$ cat src/rtl/dmem_arb_pkg.sv
// Shared types for the dmem arbiter: FSM state and requester ids.
// Optional statistics are enabled by DMEM_ARB_STATS_EN.
package dmem_arb_pkg;

    typedef enum logic {
        IDLE      = 1'b0,
        VID_BURST = 1'b1
    } state_t;

    typedef enum logic {
        REQ_CPU = 1'b0,
        REQ_VID = 1'b1
    } req_id_t;

    localparam int STAT_W = 16;

    function automatic logic [STAT_W-1:0] sat_inc(
        input logic [STAT_W-1:0] v,
        input logic              en
    );
        if (en && (v != {STAT_W{1'b1}}))
            return v + 1'b1;
        return v;
    endfunction

endpackage

$ cat src/rtl/dmem_arbiter_if.sv
// CPU, video and dmem signals of the arbiter.
// slave = arbiter side, master = environment side.
interface dmem_arbiter_if #(
    parameter int ADDR_W = 12,
    parameter int DATA_W = 32
);
    logic              cpu_req;
    logic              cpu_wren;
    logic [ADDR_W-1:0] cpu_addr;
    logic [DATA_W-1:0] cpu_data;
    logic              cpu_gnt;
    logic              cpu_rvalid;
    logic [DATA_W-1:0] cpu_q;

    logic              vid_req;
    logic [ADDR_W-1:0] vid_addr;
    logic              vid_gnt;
    logic              vid_rvalid;
    logic              vid_last;
    logic [DATA_W-1:0] vid_q;

    logic [ADDR_W-1:0] mem_addr;
    logic [DATA_W-1:0] mem_data;
    logic              mem_wren;
    logic [DATA_W-1:0] mem_q;

    modport slave (
        input  cpu_req, cpu_wren, cpu_addr, cpu_data,
        output cpu_gnt, cpu_rvalid, cpu_q,
        input  vid_req, vid_addr,
        output vid_gnt, vid_rvalid, vid_last, vid_q,
        output mem_addr, mem_data, mem_wren,
        input  mem_q
    );

    modport master (
        output cpu_req, cpu_wren, cpu_addr, cpu_data,
        input  cpu_gnt, cpu_rvalid, cpu_q,
        output vid_req, vid_addr,
        input  vid_gnt, vid_rvalid, vid_last, vid_q,
        input  mem_addr, mem_data, mem_wren,
        output mem_q
    );

endinterface

$ cat src/rtl/dmem_arb_burst_ctr.sv
// Video burst beat counter: latches the base, walks base+beat
// with wrap at the top of memory and flags the final beat.
module dmem_arb_burst_ctr
    import dmem_arb_pkg::*;
#(
    parameter int ADDR_W    = 12,
    parameter int BURST_LEN = 8
) (
    input  logic              clock,
    input  logic              reset,
    input  logic              start,
    input  logic              advance,
    input  logic [ADDR_W-1:0] base_in,
    output logic [ADDR_W-1:0] beat_addr,
    output logic              last
);

    localparam logic [ADDR_W-1:0] LAST_BEAT = ADDR_W'(BURST_LEN - 1);

    logic [ADDR_W-1:0] base;
    logic [ADDR_W-1:0] beat_cnt;

    always_ff @(posedge clock or posedge reset) begin
        if (reset) begin
            base     <= '0;
            beat_cnt <= '0;
        end else if (start) begin
            base     <= base_in;
            beat_cnt <= ADDR_W'(1);
        end else if (advance) begin
            beat_cnt <= last ? '0 : beat_cnt + 1'b1;
        end
    end

    // Natural ADDR_W truncation gives the wrap at the top of memory.
    assign beat_addr = base + beat_cnt;
    assign last      = (beat_cnt == LAST_BEAT);

endmodule

$ cat src/rtl/dmem_arbiter.sv
// dmem arbiter: fixed CPU priority with a video starvation guard.
// Define DMEM_ARB_STATS_EN to add the access/stall counters.
module dmem_arbiter
    import dmem_arb_pkg::*;
#(
    parameter int ADDR_W    = 12,
    parameter int DATA_W    = 32,
    parameter int BURST_LEN = 8,
    parameter int MAX_WAIT  = 3
) (
    input  logic             clock,
    input  logic             reset,
    dmem_arbiter_if.slave    bus
`ifdef DMEM_ARB_STATS_EN
    ,
    output logic [STAT_W-1:0] stat_cpu_acc,
    output logic [STAT_W-1:0] stat_vid_bst,
    output logic [STAT_W-1:0] stat_stall
`endif
);

    localparam int WAIT_W = (MAX_WAIT < 1) ? 1 : $clog2(MAX_WAIT + 1);
    localparam logic [WAIT_W-1:0] WAIT_MAX = WAIT_W'(MAX_WAIT);

    state_t            state;
    req_id_t           gnt_id;
    logic [WAIT_W-1:0] wait_cnt;
    logic              vid_win;
    logic              in_burst;
    logic [ADDR_W-1:0] beat_addr;
    logic              last;
    logic [ADDR_W-1:0] hold_addr;
    logic [DATA_W-1:0] hold_data;

    assign in_burst = (state == VID_BURST);
    assign vid_win  = bus.vid_req &&
                      (!bus.cpu_req || (wait_cnt == WAIT_MAX));

    always_comb begin
        bus.cpu_gnt = 1'b0;
        bus.vid_gnt = 1'b0;
        if (!reset && !in_burst) begin
            if (vid_win)
                bus.vid_gnt = 1'b1;
            else if (bus.cpu_req)
                bus.cpu_gnt = 1'b1;
        end
    end

    assign gnt_id = bus.vid_gnt ? REQ_VID : REQ_CPU;

    // Without a grant the bus keeps its previous address/data.
    always_comb begin
        bus.mem_addr = hold_addr;
        bus.mem_data = hold_data;
        bus.mem_wren = 1'b0;
        if (in_burst) begin
            bus.mem_addr = beat_addr;
        end else if (bus.cpu_gnt || bus.vid_gnt) begin
            case (gnt_id)
                REQ_VID: bus.mem_addr = bus.vid_addr;
                REQ_CPU: begin
                    bus.mem_addr = bus.cpu_addr;
                    bus.mem_data = bus.cpu_data;
                    bus.mem_wren = bus.cpu_wren;
                end
                default: ;
            endcase
        end
    end

    assign bus.cpu_q = bus.mem_q;
    assign bus.vid_q = bus.mem_q;

    dmem_arb_burst_ctr #(
        .ADDR_W    (ADDR_W),
        .BURST_LEN (BURST_LEN)
    ) u_burst_ctr (
        .clock     (clock),
        .reset     (reset),
        .start     (bus.vid_gnt),
        .advance   (in_burst),
        .base_in   (bus.vid_addr),
        .beat_addr (beat_addr),
        .last      (last)
    );

    always_ff @(posedge clock or posedge reset) begin
        if (reset) begin
            state          <= IDLE;
            wait_cnt       <= '0;
            hold_addr      <= '0;
            hold_data      <= '0;
            bus.cpu_rvalid <= 1'b0;
            bus.vid_rvalid <= 1'b0;
            bus.vid_last   <= 1'b0;
        end else begin
            hold_addr <= bus.mem_addr;
            hold_data <= bus.mem_data;

            case (state)
                IDLE:      if (bus.vid_gnt) state <= VID_BURST;
                VID_BURST: if (last) state <= IDLE;
                default:   state <= IDLE;
            endcase

            if (bus.vid_gnt)
                wait_cnt <= '0;
            else if (bus.vid_req && (wait_cnt != WAIT_MAX))
                wait_cnt <= wait_cnt + 1'b1;

            // Read data arrives one cycle after the access edge.
            bus.cpu_rvalid <= bus.cpu_gnt && !bus.cpu_wren;
            bus.vid_rvalid <= bus.vid_gnt || in_burst;
            bus.vid_last   <= in_burst && last;
        end
    end

`ifdef DMEM_ARB_STATS_EN
    logic stall;

    assign stall = (bus.cpu_req && !bus.cpu_gnt) ||
                   (bus.vid_req && !bus.vid_gnt);

    always_ff @(posedge clock or posedge reset) begin
        if (reset) begin
            stat_cpu_acc <= '0;
            stat_vid_bst <= '0;
            stat_stall   <= '0;
        end else begin
            stat_cpu_acc <= sat_inc(stat_cpu_acc, bus.cpu_gnt);
            stat_vid_bst <= sat_inc(stat_vid_bst, bus.vid_gnt);
            stat_stall   <= sat_inc(stat_stall, stall);
        end
    end
`endif

endmodule

$ cat src/flat_wrapper.sv
// flat-port wrapper written by rule: the top's interface ports become plain ports
module dmem_arbiter_flat import dmem_arb_pkg::*;
#(
    parameter int ADDR_W    = 12,
    parameter int DATA_W    = 32,
    parameter int BURST_LEN = 8,
    parameter int MAX_WAIT  = 3
)
  (clock, reset, bus_cpu_req, bus_cpu_wren, bus_cpu_addr, bus_cpu_data, bus_cpu_gnt, bus_cpu_rvalid, bus_cpu_q, bus_vid_req, bus_vid_addr, bus_vid_gnt, bus_vid_rvalid, bus_vid_last, bus_vid_q, bus_mem_addr, bus_mem_data, bus_mem_wren, bus_mem_q);
  dmem_arbiter_if #(.ADDR_W(ADDR_W), .DATA_W(DATA_W)) bus_i ();
  input  logic clock;
  input  logic reset;
  input wire logic [$bits(bus_i.cpu_req)-1:0] bus_cpu_req;
  input wire logic [$bits(bus_i.cpu_wren)-1:0] bus_cpu_wren;
  input wire logic [$bits(bus_i.cpu_addr)-1:0] bus_cpu_addr;
  input wire logic [$bits(bus_i.cpu_data)-1:0] bus_cpu_data;
  output wire logic [$bits(bus_i.cpu_gnt)-1:0] bus_cpu_gnt;
  output wire logic [$bits(bus_i.cpu_rvalid)-1:0] bus_cpu_rvalid;
  output wire logic [$bits(bus_i.cpu_q)-1:0] bus_cpu_q;
  input wire logic [$bits(bus_i.vid_req)-1:0] bus_vid_req;
  input wire logic [$bits(bus_i.vid_addr)-1:0] bus_vid_addr;
  output wire logic [$bits(bus_i.vid_gnt)-1:0] bus_vid_gnt;
  output wire logic [$bits(bus_i.vid_rvalid)-1:0] bus_vid_rvalid;
  output wire logic [$bits(bus_i.vid_last)-1:0] bus_vid_last;
  output wire logic [$bits(bus_i.vid_q)-1:0] bus_vid_q;
  output wire logic [$bits(bus_i.mem_addr)-1:0] bus_mem_addr;
  output wire logic [$bits(bus_i.mem_data)-1:0] bus_mem_data;
  output wire logic [$bits(bus_i.mem_wren)-1:0] bus_mem_wren;
  input wire logic [$bits(bus_i.mem_q)-1:0] bus_mem_q;
  assign bus_i.cpu_req = bus_cpu_req;
  assign bus_i.cpu_wren = bus_cpu_wren;
  assign bus_i.cpu_addr = bus_cpu_addr;
  assign bus_i.cpu_data = bus_cpu_data;
  assign bus_cpu_gnt = bus_i.cpu_gnt;
  assign bus_cpu_rvalid = bus_i.cpu_rvalid;
  assign bus_cpu_q = bus_i.cpu_q;
  assign bus_i.vid_req = bus_vid_req;
  assign bus_i.vid_addr = bus_vid_addr;
  assign bus_vid_gnt = bus_i.vid_gnt;
  assign bus_vid_rvalid = bus_i.vid_rvalid;
  assign bus_vid_last = bus_i.vid_last;
  assign bus_vid_q = bus_i.vid_q;
  assign bus_mem_addr = bus_i.mem_addr;
  assign bus_mem_data = bus_i.mem_data;
  assign bus_mem_wren = bus_i.mem_wren;
  assign bus_i.mem_q = bus_mem_q;
  dmem_arbiter #(.ADDR_W(ADDR_W), .DATA_W(DATA_W), .BURST_LEN(BURST_LEN), .MAX_WAIT(MAX_WAIT)) u_core (.clock(clock), .reset(reset), .bus(bus_i));
endmodule
$ cat config.mk
export PLATFORM = sky130hd
export DESIGN_NAME = dmem_arbiter_flat
export DESIGN_NICKNAME = d
export VERILOG_FILES = /design/src/rtl/dmem_arb_pkg.sv /design/src/rtl/dmem_arbiter_if.sv /design/src/rtl/dmem_arb_burst_ctr.sv /design/src/rtl/dmem_arbiter.sv /design/src/flat_wrapper.sv
export SDC_FILE = /design/constraint.sdc
export NUM_CORES = 1
export LEC_CHECK = 0
export CORE_MARGIN = 3
export CORE_UTILIZATION = 38
export CTS_BUF_LIST = sky130_fd_sc_hd__clkbuf_8
export CTS_CLUSTER_DIAMETER = 60
export DETAILED_ROUTE_END_ITERATION = 8
export GPL_TIMING_DRIVEN = 0
export PLACE_DENSITY = 0.77
export SYNTH_ARGS = -nofsm -noshare
export SYNTH_HDL_FRONTEND = slang
export SYNTH_SLANG_ARGS = --single-unit
$ cat constraint.sdc
create_clock -name clock -period 2.2 [get_ports clock]
set_input_delay 0.44 -clock clock [delete_from_list [all_inputs] [get_ports clock]]
set_output_delay 0.44 -clock clock [all_outputs]
set_load 0.02 [all_outputs]
# [Word-level counts from Yosys, hierarchy flattened]
# Index checks and enable logic that the tools add are counted.
[op_classes] add_sub_neg=3 mul=0 div=0 n_lt_le_gt_ge=0 n_eq_ne=3 shifts=0 muxes=22 n_bitwise=2 n_reduce_logical=14
[op_table] op="$mux 32" n=3
[op_table] op="$mux 12" n=5
[op_table] op="$pmux 12 s2" n=1
[op_table] op="$add 12x1->12 const B" n=1
[op_table] op="$add 12x12->12" n=1
[op_table] op="$eq 12x3->1 const B" n=1
[op_table] op="$mux 1" n=10
[op_table] op="$logic_and 1x1->1" n=5
[op_table] op="$logic_not 1->1" n=4
[op_table] op="$mux 2" n=2
[op_table] op="$reduce_bool 2->1" n=2
[op_table] op="$logic_or 1x1->1" n=3
[op_table] op="$add 2x1->2 const B" n=1
[op_table] op="$eq 2x2->1 const B" n=1
[op_table] op="$ne 2x2->1 const B" n=1
[op_table] op="$not 1->1" n=2
[op_table] op="$pmux 1 s2" n=1
[totals] register_bits=74 latchBits=0 ram_bits=0 rom_bits=0 n_memories=0

# [Longest topological paths before layout]
# Gate-level depths: netlist of the first run.
[logic_depth] depth_word=10 mapped_depth=8

# [Hierarchy]
# A second synthesis of the first run with hierarchy kept.
[unflattened] hier_cells=384 hier_area_um2=4277.9
[by_module_without_submodules] module="dmem_arbiter" instances=1 cells_per_inst=239 area_per_inst_um2=2752.6 seq_area_each_um2=1251.2
[by_module_without_submodules] module="dmem_arb_burst_ctr" instances=1 cells_per_inst=145 area_per_inst_um2=1525.2 seq_area_each_um2=600.6

# [Worst setup path after synthesis of the first run]
# OpenSTA, ideal clock, no wires.
[synth_path] path_type="flip-flop to output port" from="reg u_core.u_burst_ctr.beat_cnt[0]" to="out bus_mem_addr[8]" t_arrival_ns=2.141 required_ns=1.760 slack_ns=-0.381 path_stages_with_launch=9 n_path_buf=0 path_cell_list="dfrtp_1 > ha_1 > inv_1 > fa_1 > nand2b_1 > a21oi_1 > o21ai_0 > xor2_1 > o21ai_0"
[synth_via] elab_chain_cells=2
[synth_lines] item="start: declaration" line="dmem_arb_burst_ctr.sv:21" source="logic [ADDR_W-1:0] beat_cnt;"
[synth_lines] item="start signal: assignment" line="dmem_arb_burst_ctr.sv:31" source="beat_cnt <= last ? '0 : beat_cnt + 1'b1;"
[synth_lines] item="$add 12x12->12" line="dmem_arb_burst_ctr.sv:36" source="assign beat_addr = base + beat_cnt;"
[synth_lines] item="$mux 12" line="dmem_arbiter.sv:57" source="if (in_burst) begin"
[synth_lines] item="end: declaration" line="flat_wrapper.sv:26" source="output wire logic [$bits(bus_i.mem_addr)-1:0] bus_mem_addr;"
# Every way passes these cells.

# [Worst setup path after layout of the first run]
[layout_path] from="reg u_core.u_burst_ctr.base[1]" to="out bus_mem_addr[11]"
[layout_via] elab_chain_cells=2
[layout_lines] item="start: declaration" line="dmem_arb_burst_ctr.sv:20" source="logic [ADDR_W-1:0] base;"
[layout_lines] item="start signal: assignment" line="dmem_arb_burst_ctr.sv:28" source="base <= base_in;"
[layout_lines] item="$add 12x12->12" line="dmem_arb_burst_ctr.sv:36"
[layout_lines] item="$mux 12" line="dmem_arbiter.sv:57"
# Every way passes these cells.

==> results.tsv, run 1 <==
stage	metric	value	unit
clock_network	clock latency on the worst-skew pair	0.37	ns
detailed_routing	DR pass1 iterations	8	
final_layout	most frequent cells in the layout	clkdlybuf4s50_1 (124), buf_4 (116), buf_6 (78)	
floorplan	Die Area	12200	sq um
yosys	synth warn	0	
detailed_routing	DRT iter0 DRCs	322	
yosys	compound-cell area share of the yosys netlist	11.7	%
detailed_routing	total wire length	17800	microns
yosys	Gate Count Post-Synth	490	
yosys	Post-Syn Nets	597	
power	Pleak	3.83	nW
placed_design	port bufs	174	
critical_path	Required @ worst endpoint	1.76	ns
critical_path	critical path class	reg2out	
critical_path	worst r2r path cells	14	
floorplan	Starting Density	39.7	%
yosys	Mapped Area	4150	sq um
detailed_routing	post-route DRC violation count	0	
detailed_routing	post-DR wirelength/cell	19.7	microns
power	post-layout power	10.2	mW
critical_path	crit-path max FO	3	
critical_path	RR Startpoint	u_core.wait_cnt[0]$_DFFE_PP0P_	
run_status	failing checks	setup timing	
run_status	outcome	finished with violations	
final_layout	layout cell share with drive strength beyond 1	50.6	%
yosys	Post-Synth XOR/XNOR Area	2.74	%
floorplan	Die X	110	microns
sta	Fin Hold WS	0.407	ns
yosys	share of the yosys chip area belonging to registers	44.6	%
critical_path	CP endpoint kind	output pin	
critical_path	crit start category	flop	
yosys	simple-gate portion of the synthesized area	22.2	%
sta	final worst path period need	2.75	ns
placed_design	pre-CTS WS	-1.33	ns
hold_path	Hold Path Class	in2async	
yosys	Synth Register Bits	74	
run	max cap viols	0	
clock_network	cts bufs inserted	9	
floorplan	Ports	207	
final_layout	most common cell after layout, fill and taps aside	clkdlybuf4s50_1	
sta	Rel. slew slack	49.1	%
global_route	number of global-route vias before repair	4817	
power	Pwr per Cell Area	1250	nW/um^2
detailed_routing	vias after detailed routing	4751	
sta	RSZ-0062 raised after global routing	true	
global_route	grt ovf	0	
sta	Slew @ Worst Pin	0.763	ns
sta	Slew Limit Fails	0	
yosys	largest family of logic cells by synthesized area	simple AND/OR/NAND/NOR gates	
sta	Final Hold Fails	0	
critical_path	Worst path max stage delay	0.43	ns
placed_design	hpwl dp	9270	microns
yosys	syn avg cell area	8.47	sq um
floorplan	Std-Cell Rows	37	
global_route	gr usage total	23.4	%
yosys	post-synthesis mux area share	0.241	%
floorplan	die height	110	microns
sta	setup TNS	-14.20	ns
sta	Setup WS post-layout	-0.552	ns
floorplan	core area	10500	sq um
clock_network	CTS tree	built	
clock_network	clk root buf	clkbuf_8	
clock_network	H-tree levels	3	
global_route	first-pass GRT wire length	23700	microns
clock_network	hold_buf cts	0	
final_layout	Area growth syn-to-layout	96.4	%
final_layout	fin util	77.9	%
yosys	Post-Synth Adder-Cell Area	4.40	%
placed_design	RD Place Congestion	0.862	
final_layout	multi-input logic area	2470	sq um
critical_path	flop2flop setup slack	0.07	ns
critical_path	Crit Reg-Reg Endpoint	u_core.hold_data[10]$_DFF_PP0_	
global_route	largest net degree at the start of global routing	44	
detailed_routing	drt via density	5.24	
final_layout	Fill cells	607	
clock_network	Clock transition at path regs	0.09	ns
yosys	Unique masters post-synth	44	
critical_path	Arr. time, crit path	2.31	ns
power	Peak VDD IR	0.781	mV
clock_network	Clock Tree Buf Depth	2	
clock_network	clock tree sinks	74	
critical_path	crit-path cells	ha_4 -> a211oi_4 -> o21a_1 -> o21ai_2 -> a221o_1 -> nor2_4 -> buf_6	
sta	Final period util	125	%
final_layout	area taken by flip-flops and latches	1860	sq um
final_layout	# diodes	0	
sta	Max Freq	363	MHz
critical_path	Slowest-stage cell, CP	dfrtp_1	
detailed_routing	antenna-violating nets left	0	
final_layout	nets@finish	875	
global_route	initial antenna violation count	0	
sta	Final Skew	0.0177	ns
sta	# setup viols final	46	
critical path, delay by kind of cell (launching register included):
kind / cells / cell delay, ns
AO/OA/AOI/OAI: 4 / 0.97
flip-flops: 1 / 0.43
buffers and inverters: 1 / 0.14
AND/OR/NAND/NOR: 1 / 0.14
adder cells (fa/ha/maj): 1 / 0.27
synth_stat cells:
library cell | instances | area, sq um
a311o_1 | 9 | 90.1
clkinv_1 | 1 | 3.75
xnor2_1 | 6 | 52.6
a211oi_1 | 1 | 7.51
and3_1 | 4 | 25.0
and2_1 | 2 | 12.5
a21o_1 | 3 | 22.5
inv_2 | 1 | 3.75
nand4_1 | 2 | 12.5
fa_1 | 1 | 20.0
a31oi_1 | 4 | 25.0
nand2_1 | 168 | 631
buf_1 | 3 | 11.3
a221o_1 | 2 | 20.0
nor2_1 | 28 | 105
a21oi_1 | 12 | 60.1
a311oi_1 | 1 | 8.76
o21ai_1 | 5 | 25.0
o32ai_1 | 1 | 8.76
inv_1 | 9 | 33.8
or4_4 | 1 | 11.3
o41ai_4 | 1 | 27.5
ha_1 | 13 | 163
nor3_1 | 3 | 15.0
and3_2 | 1 | 7.51
o21a_1 | 3 | 22.5
and4_1 | 1 | 8.76
nand3_1 | 6 | 30.0
mux2i_1 | 1 | 10.0
nor2_2 | 1 | 6.26
dfrtp_1 | 74 | 1850
o311ai_0 | 1 | 8.76
o211ai_1 | 2 | 15.0
nand2b_1 | 4 | 25.0
nor4_1 | 1 | 6.26
or2_2 | 1 | 6.26
xor2_1 | 7 | 61.3
buf_4 | 65 | 488
or4b_1 | 1 | 10.0
a41o_1 | 1 | 10.0
clkbuf_1 | 9 | 33.8
o21ai_0 | 27 | 135
buf_2 | 2 | 10.0
nand3b_1 | 1 | 7.51
per-stage QoR:
step | instance area (sq um) | std cells
floorplan | 4190 | 490
global placement | 6100 | 800
detailed placement | 6120 | 801
CTS | 7340 | 867
global route | 8150 | 907
finish | 8150 | 907
routing by layer:
layer | global-route usage (%) | part of all wire, %
met5 | 0 | 0
met4 | 7.14 | 3.6
met3 | 9.04 | 9.1
met2 | 42.3 | 53
met1 | 25.2 | 34
worst max path at each step:
| stage | slack (ns) | cells after the start | to | from |
|---|---|---|---|---|
| 2_1_floorplan | -0.08 | 8 | bus_mem_addr[8] | u_core.u_burst_ctr.beat_cnt[0]$_DFFE_PP0P_ |
| 3_3_place_gp | -1.31 | 9 | bus_mem_addr[6] | reset |
| 3_5_place_dp | -1.33 | 9 | bus_mem_addr[7] | reset |
| 4_1_cts | -0.49 | 7 | bus_mem_addr[11] | u_core.u_burst_ctr.base[1]$_DFFE_PP0P_ |
| 5_1_grt | -0.63 | 7 | bus_mem_addr[11] | u_core.u_burst_ctr.beat_cnt[9]$_DFFE_PP0P_ |
| 6_report | -0.55 | 7 | bus_mem_addr[11] | u_core.u_burst_ctr.base[1]$_DFFE_PP0P_ |
timing repair:
action,in CTS,in global routing
gates resized for setup,429,152
pin swaps,37,62
cloned,5,2
endpoints found under the setup margin,47,52
setup buffers,47,55
sequential cells by signal, indices dropped and copies added, names as in the netlist:
| register | cells |
|---|---|
| u_core.hold_data | 32 |
| u_core.wait_cnt | 2 |
| u_core.hold_addr | 12 |
| u_core.bus.vid_last | 1 |
| u_core.in_burst | 1 |
| u_core.bus.cpu_rvalid | 1 |
| u_core.u_burst_ctr.beat_cnt | 12 |
| u_core.bus.vid_rvalid | 1 |
| u_core.u_burst_ctr.base | 12 |
power breakdown:
group	leakage, nW	internal [mW]	switching (mW)
registers	0.924	1.94	0.443
logic	2.81	3.29	3.35
clock network	0.101	0.627	0.555
final cells by class:
class | count | share of cell area (%)
plain buffers | 76 | 7.40
multi-input cells | 326 | 30.3
repair inverters | 1 | 0.138
flip-flops and latches | 74 | 22.8
clock inverters | 5 | 0.998
inverters | 11 | 0.768
clock buffers | 9 | 1.52
repair buffers | 269 | 34.0
well taps | 136 | 2.09
cells by family (layout without fill, tap and decap cells):
family                   Yosys count  count (layout)
AND/OR/NAND/NOR                  225             225
multiplexers                       1               1
XOR/XNOR                          13              13
flip-flops                        74              74
adder cells (fa/ha/maj)           14              14
AO/OA/AOI/OAI                     73              73
buffers and inverters             90             371
Power figures use the tool's default switching activity.
==> run 2, diff against run 1 <==
--- a/config.mk
+++ b/config.mk
@@ -5,12 +5,14 @@
 export SDC_FILE = /design/constraint.sdc
 export NUM_CORES = 1
 export LEC_CHECK = 0
+export ABC_AREA = 1
 export CORE_MARGIN = 3
-export CORE_UTILIZATION = 38
+export CORE_UTILIZATION = 39
 export CTS_BUF_LIST = sky130_fd_sc_hd__clkbuf_8
 export CTS_CLUSTER_DIAMETER = 60
 export DETAILED_ROUTE_END_ITERATION = 8
-export GPL_TIMING_DRIVEN = 0
+export GPL_TIMING_DRIVEN = 1
+export MAX_ROUTING_LAYER = met4
 export PLACE_DENSITY = 0.77
 export SYNTH_ARGS = -nofsm -noshare
 export SYNTH_HDL_FRONTEND = slang
==> results.tsv, run 2 <==
stage	metric	value	unit
power	Comb power frac	24.5	%
yosys	share of the yosys chip area belonging to registers	41.7	%
yosys	Post-Syn Nets	667	
floorplan	Die X	113	microns
critical_path	CP endpoint kind	output pin	
yosys	cell taking the most area after synthesis	dfrtp_1	
final_layout	Area growth syn-to-layout	71.9	%
yosys	post-synthesis mux area share	0	%
power	Psw	1.07	mW
yosys	top cell type's share of synthesized area	41.7	%
hold_path	Hold Path Class	in2async	
floorplan	Starting Density	40.4	%
yosys	Post-Synth Adder-Cell Area	4.11	%
clock_network	clk root buf	clkbuf_8	
critical_path	critical path class	reg2out	
sta	Setup WS post-layout	-0.479	ns
yosys	simple-gate portion of the synthesized area	28.7	%
sta	Final Hold Fails	0	
final_layout	max reg flops	32	
final_layout	most frequent cells in the layout	nand2_1 (134), buf_4 (97), dfrtp_1 (73)	
run_status	failing checks	setup timing	
final_layout	most flop-heavy register	u_core.hold_data	
critical_path	crit path from	u_core.u_burst_ctr.beat_cnt[4]$_DFFE_PP0P_	
yosys	Post-Synth XOR/XNOR Area	1.78	%
critical_path	worst r2r path cells	16	
final_layout	most common cell after layout, fill and taps aside	nand2_1	
global_route	gr usage total	26.2	%
critical_path	RR Startpoint	u_core.u_burst_ctr.base[0]$_DFFE_PP0P_	
sta	final worst path period need	2.68	ns
yosys	Mapped Area	4440	sq um
global_route	largest net degree at the start of global routing	34	
detailed_routing	post-route DRC violation count	0	
run	max cap viols	0	
sta	RSZ-0062 raised after global routing	true	
critical_path	flop2flop setup slack	-0.37	ns
power	Clock power frac	33.0	%
yosys	compound-cell area share of the yosys netlist	6.88	%
floorplan	Die Area	12700	sq um
global_route	initial antenna violation count	1	
yosys	Synth area leaders	dfrtp_1 (42%), nand2_1 (19%), buf_4 (11%), ha_1 (3.7%), inv_1 (3.1%)	
floorplan	Std-Cell Rows	38	
yosys	Synth Register Bits	74	
critical_path	crit-path max FO	4	
global_route	first-pass GRT wire length	25700	microns
detailed_routing	DR pass1 iterations	6	
placed_design	Placed Instance Area	5620	sq um
critical_path	Arr. time, crit path	2.24	ns
sta	Slew @ Worst Pin	0.508	ns
clock_network	clock tree sinks	74	
floorplan	die height	113	microns
power	Seq pwr share	42.5	%
critical_path	crit start category	flop	
sta	Rel. slew slack	65.8	%
floorplan	Ports	207	
detailed_routing	DRT iter0 DRCs	608	
yosys	syn avg cell area	7.93	sq um
power	Pwr per Cell Area	460	nW/um^2
final_layout	Fill cells	666	
clock_network	Clock Tree Buf Depth	2	
final_layout	multi-input logic area	2740	sq um
floorplan	core area	11000	sq um
final_layout	area taken by flip-flops and latches	1850	sq um
sta	Final period util	122	%
placed_design	RD Place Congestion	0.956	
detailed_routing	antenna-violating nets left	0	
critical_path	Crit Reg-Reg Endpoint	u_core.hold_addr[10]$_DFF_PP0_	
detailed_routing	total wire length	19200	microns
yosys	most numerous cell in the Yosys netlist	nand2_1	
placed_design	port bufs	110	
power	Peak VDD IR	0.335	mV
final_layout	nets@finish	848	
placed_design	hpwl dp	8510	microns
global_route	grt ovf	0	
placed_design	pre-CTS WS	-0.765	ns
power	Power Internal	2.44	mW
yosys	synth warn	0	
final_layout	post-route cell area	7630	sq um
power	switch share	30.5	%
clock_network	H-tree levels	3	
sta	Slew Limit Fails	0	
power	Pleak	3.91	nW
global_route	number of global-route vias before repair	4963	
yosys	Unique masters post-synth	32	
final_layout	layout cell share with drive strength beyond 1	49.5	%
sta	Final Skew	0.0194	ns
sta	# setup viols final	47	
sta	Max Freq	373	MHz
yosys	top_reg_cell synth	dfrtp_1	
clock_network	clock latency on the worst-skew pair	0.39	ns
yosys	Gate Count Post-Synth	560	
clock_network	cts bufs inserted	9	
yosys	largest family of logic cells by synthesized area	simple AND/OR/NAND/NOR gates	
run_status	outcome	finished with violations	
detailed_routing	vias after detailed routing	4923	
yosys	Async S/R FF share, synth	100	%
yosys	commonest cells in the netlist	nand2_1 (229), dfrtp_1 (74), buf_4 (65)	
clock_network	Clock transition at path regs	0.09	ns
detailed_routing	drt via density	5.55	
detailed_routing	post-DR wirelength/cell	21.7	microns
clock_network	CTS tree	built	
yosys	EDFF count, synth	0	
critical_path	Required @ worst endpoint	1.76	ns
## run 2: cell count changes after synthesis, sizes merged, moves of 5 or more
| cell | delta |
|---|---|
| a21oi | -6 |
| a311o | -9 |
| and3 | -5 |
| buf | +6 |
| clkbuf | -6 |
| inv | +30 |
| nand2 | +64 |
| nand3 | +26 |
| nor2 | -5 |
| o211ai | +7 |
| o21ai | -13 |
| o22ai | +5 |
## run 2: worst max-delay path by stage
stage                                  end  slack, ns  cells past startpoint
after floorplan            bus_mem_addr[8]       0.11                      8
after CTS                  bus_mem_addr[8]      -0.29                      9
after global placement     bus_mem_addr[0]      -0.70                      9
after detailed placement   bus_mem_addr[4]      -0.76                      9
after global routing      bus_mem_addr[10]      -0.50                     10
final                     bus_mem_addr[11]      -0.48                     12
## run 2: worst max-delay path, cell delays in order, from the launching register on
cell     delay, ns
dfrtp_2       0.46
ha_4          0.31
nand2_1       0.09
nand2_1       0.14
nand2_1       0.11
nand2_1       0.11
nand2_1       0.11
nand3_1       0.11
nand2_1       0.06
nand2_1       0.06
nand2_1       0.07
nand2_2       0.10
buf_6         0.14
## run 2: cells by family (layout without fill, tap and decap cells)
kind of cell,Yosys count,count (layout)
other,0,1
buffers and inverters,119,302
xor gates and xnor gates,9,9
AOI/OAI and AO/OA,44,44
DFF,74,74
adders and majority gates,14,14
and+or+nand+nor,300,303
## run 2: timing repair
item	in CTS	in global routing
hold buffers	0	0
resized for setup	433	130
pin swaps	50	41
buffers inserted	51	29
setup endpoints to repair	47	50
gates cloned	8	1
## run 2: cell type report
cell class | instances | share of cell area (%)
diodes | 1 | 0.0328
clock buffers | 10 | 1.80
clock inverters | 6 | 0.951
inverters | 40 | 2.34
multi-input cells | 370 | 35.8
flip-flops and latches | 74 | 24.3
well taps | 140 | 2.30
repair buffers | 245 | 32.3
repair inverters | 1 | 0.148
## run 2: per-layer routing
metal | up-vias | share of wire, % | GRT usage, %
met5 | - | 0 | -
met4 | 0 | 7.6 | 15.1
met3 | 158 | 8.6 | 6.90
met2 | 357 | 50 | 44.5
met1 | 2333 | 34 | 27.4
li1 | 2075 | - | -
## run 2: power groups by stage
| stage | registers [mW] | logic, mW | clock network, mW |
|---|---|---|---|
| 4_1_cts | 1.48 | 0.719 | 1.17 |
| 3_5_place_dp | 1.49 | 0.548 | 0 |
| 6_report | 1.49 | 0.860 | 1.16 |
| 2_1_floorplan | 1.49 | 0.416 | 0 |
| 5_1_grt | 1.50 | 0.902 | 1.23 |
| 3_3_place_gp | 1.49 | 0.532 | 0 |
## run 2: metrics by stage
stage | utilization, % | instances | TNS (ns) | power (mW) | hold WS, ns
after floorplan | - | 560 | 0 | 1.90 | 0.455
after global placement | 51.2 | 792 | -27.51 | 2.02 | 0.458
after detailed placement | 51.2 | 792 | -29.33 | 2.04 | 0.463
after CTS | 64.1 | 867 | -7.01 | 3.36 | 0.298
after global routing | 69.5 | 887 | -14.17 | 3.63 | 0.305
final | 69.5 | 887 | -11.22 | 3.51 | 0.291
==> run 3, diff against run 2 <==
--- a/config.mk
+++ b/config.mk
@@ -6,6 +6,7 @@
 export NUM_CORES = 1
 export LEC_CHECK = 0
 export ABC_AREA = 1
+export CAP_MARGIN = 20
 export CORE_MARGIN = 3
 export CORE_UTILIZATION = 39
 export CTS_BUF_LIST = sky130_fd_sc_hd__clkbuf_8
==> results of run 3 <==
The final DEF is identical to that of run 2; final timing and power are the same.
